### src/rtl/desired_drive_pipe.sv
// Pipelined assist target current: condition, multiply, saturate, then slew-limit.
// One sample per cycle, fixed 5-edge latency, immediate zero when not pedaling.
module desired_drive_pipe #(
    parameter int                  TORQUE_W   = 12,
    parameter int                  CAD_W      = 5,
    parameter int                  SCALE_W    = 3,
    parameter int                  CURR_W     = 12,
    parameter logic [TORQUE_W-1:0] TORQUE_MIN = 12'h380,
    parameter int                  CAD_OFF    = 32,
    parameter int                  PROD_SHIFT = 15,
    parameter int                  SLEW_UP    = 64,
    parameter int                  SLEW_DN    = 256
) (
    input  logic                clk,
    input  logic                rst_n,
    input  logic                vld_in,
    input  logic [TORQUE_W-1:0] avg_torque,
    input  logic [CAD_W-1:0]    cadence,
    input  logic [12:0]         incline,
    input  logic [SCALE_W-1:0]  scale,
    input  logic                not_pedaling,
    output logic [CURR_W-1:0]   raw_curr,
    output logic [CURR_W-1:0]   target_curr,
    output logic                vld_out
);

    localparam int P1_W = TORQUE_W + 9;
    localparam int P2_W = P1_W + CAD_W + 1;
    localparam int P    = P2_W + SCALE_W;
    localparam int HI   = PROD_SHIFT + CURR_W;
    localparam logic [CURR_W:0] L_UP = (CURR_W+1)'(SLEW_UP);
    localparam logic [CURR_W:0] L_DN = (CURR_W+1)'(SLEW_DN);

    logic signed [12:0]   w_inc;
    logic signed [9:0]    w_inc_sat;
    logic signed [10:0]   w_inc_sum;
    logic [8:0]           w_inc_lim;
    logic [CAD_W:0]       w_cad_f;
    logic [TORQUE_W:0]    w_tq_d;
    logic [TORQUE_W-1:0]  w_tq;
    logic                 w_ovf;
    logic [CURR_W:0]      w_raw_x;
    logic [CURR_W:0]      w_tgt_x;
    logic [CURR_W:0]      w_up;
    logic [CURR_W:0]      w_dn;
    logic [CURR_W-1:0]    w_next;

    logic                 r_s1_v, r_s2_v, r_s3_v, r_s4_v, r_s5_v;
    logic                 r_s1_np, r_s2_np, r_s3_np, r_s4_np, r_s5_np;
    logic [TORQUE_W-1:0]  r_s1_tq;
    logic [8:0]           r_s1_lim;
    logic [CAD_W:0]       r_s1_cad, r_s2_cad;
    logic [SCALE_W-1:0]   r_s1_sc, r_s2_sc, r_s3_sc;
    logic [P1_W-1:0]      r_s2_p1;
    logic [P2_W-1:0]      r_s3_p2;
    logic [P-1:0]         r_s4_p3;
    logic [CURR_W-1:0]    r_s5_raw;
    logic [CURR_W-1:0]    r_raw;
    logic [CURR_W-1:0]    r_tgt;
    logic                 r_vld;

    assign w_inc = incline;

    always_comb begin
        w_inc_sat = w_inc[9:0];
        if (w_inc < -13'sd512)
            w_inc_sat = -10'sd512;
        else if (w_inc > 13'sd511)
            w_inc_sat = 10'sd511;
    end

    // Offset incline into 0..511; bit 10 = negative, bit 9 = above range
    assign w_inc_sum = {w_inc_sat[9], w_inc_sat} + 11'sd256;
    assign w_inc_lim = w_inc_sum[10] ? 9'd0
                     : (w_inc_sum[9] ? 9'd511 : w_inc_sum[8:0]);

    assign w_cad_f = (cadence > CAD_W'(1))
                   ? ({1'b0, cadence} + (CAD_W+1)'(CAD_OFF)) : '0;

    assign w_tq_d = {1'b0, avg_torque} - {1'b0, TORQUE_MIN};
    assign w_tq   = w_tq_d[TORQUE_W] ? '0 : w_tq_d[TORQUE_W-1:0];

    generate
        if (P > HI) begin : g_ovf
            assign w_ovf = |r_s4_p3[P-1:HI];
        end else begin : g_no_ovf
            assign w_ovf = 1'b0;
        end
    endgenerate

    assign w_raw_x = {1'b0, r_s5_raw};
    assign w_tgt_x = {1'b0, r_tgt};
    assign w_up    = w_raw_x - w_tgt_x;
    assign w_dn    = w_tgt_x - w_raw_x;

    always_comb begin
        w_next = r_tgt;
        if (r_s5_np) begin
            w_next = '0;
        end else if (w_raw_x > w_tgt_x) begin
            if (SLEW_UP == 0 || w_up <= L_UP)
                w_next = r_s5_raw;
            else
                w_next = CURR_W'(w_tgt_x + L_UP);
        end else if (w_raw_x < w_tgt_x) begin
            if (SLEW_DN == 0 || w_dn <= L_DN)
                w_next = r_s5_raw;
            else
                w_next = CURR_W'(w_tgt_x - L_DN);
        end
    end

    always_ff @(posedge clk or negedge rst_n) begin
        if (!rst_n) begin
            r_s1_v   <= 1'b0;
            r_s2_v   <= 1'b0;
            r_s3_v   <= 1'b0;
            r_s4_v   <= 1'b0;
            r_s5_v   <= 1'b0;
            r_s1_np  <= 1'b0;
            r_s2_np  <= 1'b0;
            r_s3_np  <= 1'b0;
            r_s4_np  <= 1'b0;
            r_s5_np  <= 1'b0;
            r_s1_tq  <= '0;
            r_s1_lim <= '0;
            r_s1_cad <= '0;
            r_s1_sc  <= '0;
            r_s2_p1  <= '0;
            r_s2_cad <= '0;
            r_s2_sc  <= '0;
            r_s3_p2  <= '0;
            r_s3_sc  <= '0;
            r_s4_p3  <= '0;
            r_s5_raw <= '0;
            r_raw    <= '0;
            r_tgt    <= '0;
            r_vld    <= 1'b0;
        end else begin
            r_s1_v   <= vld_in;
            r_s1_np  <= not_pedaling;
            r_s1_tq  <= w_tq;
            r_s1_lim <= w_inc_lim;
            r_s1_cad <= w_cad_f;
            r_s1_sc  <= scale;

            r_s2_v   <= r_s1_v;
            r_s2_np  <= r_s1_np;
            r_s2_p1  <= P1_W'(r_s1_tq) * P1_W'(r_s1_lim);
            r_s2_cad <= r_s1_cad;
            r_s2_sc  <= r_s1_sc;

            r_s3_v   <= r_s2_v;
            r_s3_np  <= r_s2_np;
            r_s3_p2  <= P2_W'(r_s2_p1) * P2_W'(r_s2_cad);
            r_s3_sc  <= r_s2_sc;

            r_s4_v   <= r_s3_v;
            r_s4_np  <= r_s3_np;
            r_s4_p3  <= r_s3_np ? '0 : P'(r_s3_p2) * P'(r_s3_sc);

            r_s5_v   <= r_s4_v;
            r_s5_np  <= r_s4_np;
            r_s5_raw <= w_ovf ? '1 : r_s4_p3[HI-1:PROD_SHIFT];

            r_vld    <= r_s5_v;
            if (r_s5_v) begin
                r_raw <= r_s5_raw;
                r_tgt <= w_next;
            end
        end
    end

    assign raw_curr    = r_raw;
    assign target_curr = r_tgt;
    assign vld_out     = r_vld;

endmodule

### config.mk
export PLATFORM = sky130hd
export DESIGN_NAME = desired_drive_pipe
export DESIGN_NICKNAME = d
export VERILOG_FILES = /design/src/rtl/desired_drive_pipe.sv
export SDC_FILE = /design/constraint.sdc
export NUM_CORES = 1
export LEC_CHECK = 0
export BUFFER_PORTS_ARGS = -buffer_cell sky130_fd_sc_hd__buf_2
export CAP_MARGIN = 20
export CORE_MARGIN = 4
export CORE_UTILIZATION = 58
export CTS_CLUSTER_DIAMETER = 80
export DETAILED_ROUTE_END_ITERATION = 6
export PLACE_DENSITY = 0.79
export REMOVE_ABC_BUFFERS = 1
export SYNTH_ARGS = -nofsm -noshare
export SYNTH_HDL_FRONTEND = slang
export SYNTH_SLANG_ARGS = --single-unit
### constraint.sdc
create_clock -name clk -period 5 [get_ports clk]
set_input_delay 1 -clock clk [delete_from_list [all_inputs] [get_ports clk]]
set_output_delay 1 -clock clk [all_outputs]
set_load 0.05 [all_outputs]
==> metrics.csv <==
stage,metric,value,unit
outcome,status,"complete, but fails checks",
outcome,violations,DRC,
sta,slew_violations,0,
detailed_routing,drc,6,
layout,drive_gt1_frac,0.109,
layout,final_util,0.647,
yosys,netlist_instances,1604,
clock_network,cts_hold_buf,0,
die,rows,58,
critical_path,worstPathCellList,"and2_1, fa_1, fa_1, inv_1, fa_1, inv_1, ha_2, or4_1, a21oi_2, nor3_2, a41o_1, a41o_1, o41a_1, a211oi_2, a21oi_2, xor2_1",
yosys,ys_seq_area_frac,0.252,
layout,syn_to_final_growth,9.00,%
sta,finalClockSkew,0.0170,ns
die,start_util,0.593,
clock_network,cts_tree,built,
critical_path,critPathBufInv,2,
placement,port_buffers,61,
sta,setup_viol,0,
critical_path,crit_arrival,5.16,ns
sta,slew_headroom,0.456,
global_routing,antenna_found_initial,0,
yosys,synth-xor-area-share,0.0314,
placement,dp_cells,1953,
detailed_routing,wl_per_cell,14.1,um
detailed_routing,drt-pass1-iter-count,7,
yosys,ys_ff_latch,152,
yosys,yosysTopAreaCell,dfrtp_1,
yosys,syn_avg_cell_area,9.40,um^2
yosys,netlist_top_cells_area,"dfrtp_1 25%, fa_1 23%, ha_1 11%",
layout,multiInputGateArea,10000,um^2
detailed_routing,vias,10600,
clock_network,htreeDepth,4,
die,pin_count,62,
layout,final-seq-area,3820,um^2
detailed_routing,drt.antenna.violating_nets,0,
clock_network,clk_latency,0.44,ns
sta,fin_crit,4.84,ns
layout,fin_area,16400,um^2
placement,place_congestion,0.881,
critical_path,path_max_fanout,6,
critical_path,critPathMostFrequentCell,fa_1,
yosys,synthAdderAreaFrac,0.339,
yosys,post-synth-top-count-cell,inv_1,
sta,fmax,207,MHz
clock_network,clock-sinks,152,
yosys,synth_top_family_by_area,adder cells,
critical_path,critPathCaptureType,flip-flop,
die,chipWidth,169,um
die,core,25400,um^2
die,dieArea,28600,um^2
yosys,synth.area.mux_share,0.0135,
yosys,yosys.area_share.simple,0.176,
worst_hold_path,hold_path.class,flip-flop to flip-flop,
layout,fin_cells,1995,
global_routing,grt_pass1_wl,49.1,mm
global_routing,grt.total_usage,0.205,
sta,hold_ws,0.348,ns
critical_path,crit_family,adder cells,
sta,worst_pin_slew,0.816,ns
global_routing,grt_start_max_net_pins,89,
layout,nets,1994,
yosys,synth-compound-area-share,0.100,
clock_network,numCtsBuffers,17,
clock_network,cts_buffer_depth,2,
yosys,synthFlopType,dfrtp_1,
job,max-cap-violations,0,
clock_network,path_clk_slew,0.07,ns
yosys,ys_types,73,
detailed_routing,via_per_inst,5.34,
yosys,syn_area,15100,um^2
sta,finalHoldViolCount,0,
critical_path,cp_slowest_cell,fa_1,
sta,min_period_over_period,0.968,
detailed_routing,routed_wl,28.1,mm
yosys,synth_top_cell_area_share,0.252,
yosys,synth_edf_count,0,
global_routing,grt_pass1_vias,11200,
die,die_h,169,um
layout,fillers,1995,
critical_path,start_kind,flip-flop,
critical_path,slowest_delay,0.54,ns
clock_network,root_buffer,clkbuf_16,
yosys,ys_warn_count,0,
global_routing,grt_overflow,0,
detailed_routing,drt_iter0_drc,497,
critical_path,critPathRequiredTime,5.32,ns
critical_path,crit_type,flip-flop to flip-flop,
critical_path,reg2reg_slack,0.16,ns
placement,dp_hpwl,22.1,mm
placement,place_area,15700,um^2
yosys,ys_async_sr_fraction,1.00,
yosys,synthTopCellsByCount,"288 x inv_1, 178 x nand2_1, 177 x and2_1, 173 x fa_1, 152 x dfrtp_1",
layout,diodes,0,
[per-layer routing]
metal	GRT usage	vias up	wire length (um)
li1	-	5172	-
met5	0	-	0
met3	0.0305	72	775
met2	0.395	187	15200
met1	0.229	5217	11300
met4	0.0707	0	755
[worst reg2reg max path, delay by kind of cell (launching register included)]
| kind | cells | cell delay, ns |
|---|---|---|
| adder cells (fa/ha/maj) | 4 | 1.78 |
| AND/OR/NAND/NOR | 3 | 0.82 |
| AO/OA/AOI/OAI | 6 | 1.47 |
| buffers and inverters | 2 | 0.09 |
| flip-flops | 1 | 0.42 |
| XOR/XNOR | 1 | 0.14 |
[layout make-up]
| class | count | share of cell area |
|---|---|---|
| timing repair buffer | 84 | 0.0293 |
| sequential | 152 | 0.233 |
| tap | 330 | 0.0251 |
| clock inverter | 15 | 0.00944 |
| multi-input combinational | 1109 | 0.612 |
| clock buffer | 17 | 0.0259 |
| inverter | 288 | 0.0658 |
[what timing repair did]
action,CTS,global route
setup endpoints to repair,0,9
buffers inserted,0,9
resized for setup,0,35
[cell families (layout without fill, tap and decap cells)]
group	count (synthesis)	after routing
AOI/OAI and AO/OA	215	215
xor gates and xnor gates	54	54
and+or+nand+nor	517	517
buffers and inverters	343	404
adders and majority gates	305	305
DFF	152	152
muxes	18	18
[path summary, 6_finish.rpt]
path,from,endpoint,depth (start not counted)
max in group asynchronous,rst_n,r_s4_p3[18]$_DFF_PN0_,2
hold reg to reg,r_s2_sc[1]$_DFF_PN0_,r_s3_sc[1]$_DFF_PN0_,0
hold / removal,r_s2_sc[1]$_DFF_PN0_,r_s3_sc[1]$_DFF_PN0_,0
setup / recovery,r_s2_p1[4]$_DFF_PN0_,r_s3_p2[26]$_DFF_PN0_,16
min in group asynchronous,rst_n,r_s1_tq[0]$_DFF_PN0_,1
setup reg to reg,r_s2_p1[4]$_DFF_PN0_,r_s3_p2[26]$_DFF_PN0_,16
[cells in the final DEF (no fill, tap or decap), types with 17 or more instances in the layout]
master,n
buf_4,20
inv_1,288
clkbuf_16,17
xnor2_1,35
a21oi_1,55
ha_1,126
nor3_1,22
buf_2,61
nand2_1,178
a21o_1,18
and2_1,176
dfrtp_1,138
o21ai_0,25
nand3_1,17
nor2_1,49
xor2_1,19
nand2b_1,17
fa_1,173
[registers in the layout, indices dropped and copies added (netlist names), 3 cells and up]
register and count:
r_s1_cad 6, r_s1_lim 9, r_s1_sc 3, r_s1_tq 12, r_s2_cad 6, r_s2_p1 21, r_s2_sc 3, r_s3_p2 27
r_s3_sc 3, r_s4_p3 15, r_s5_raw 12, raw_curr 12, target_curr 12
[through the flow]
stage                     worst slack, ns  setup TNS (ns)
after floorplan                     0.276               0
after global placement              0.170               0
after detailed placement           0.0624               0
after CTS                          0.0325               0
after global routing              -0.0402         -0.0964
final                               0.160               0
Power is left out: the tool's default activity adds up to more than one toggle a clock period on the data nets, which glitch-free logic cannot reach.
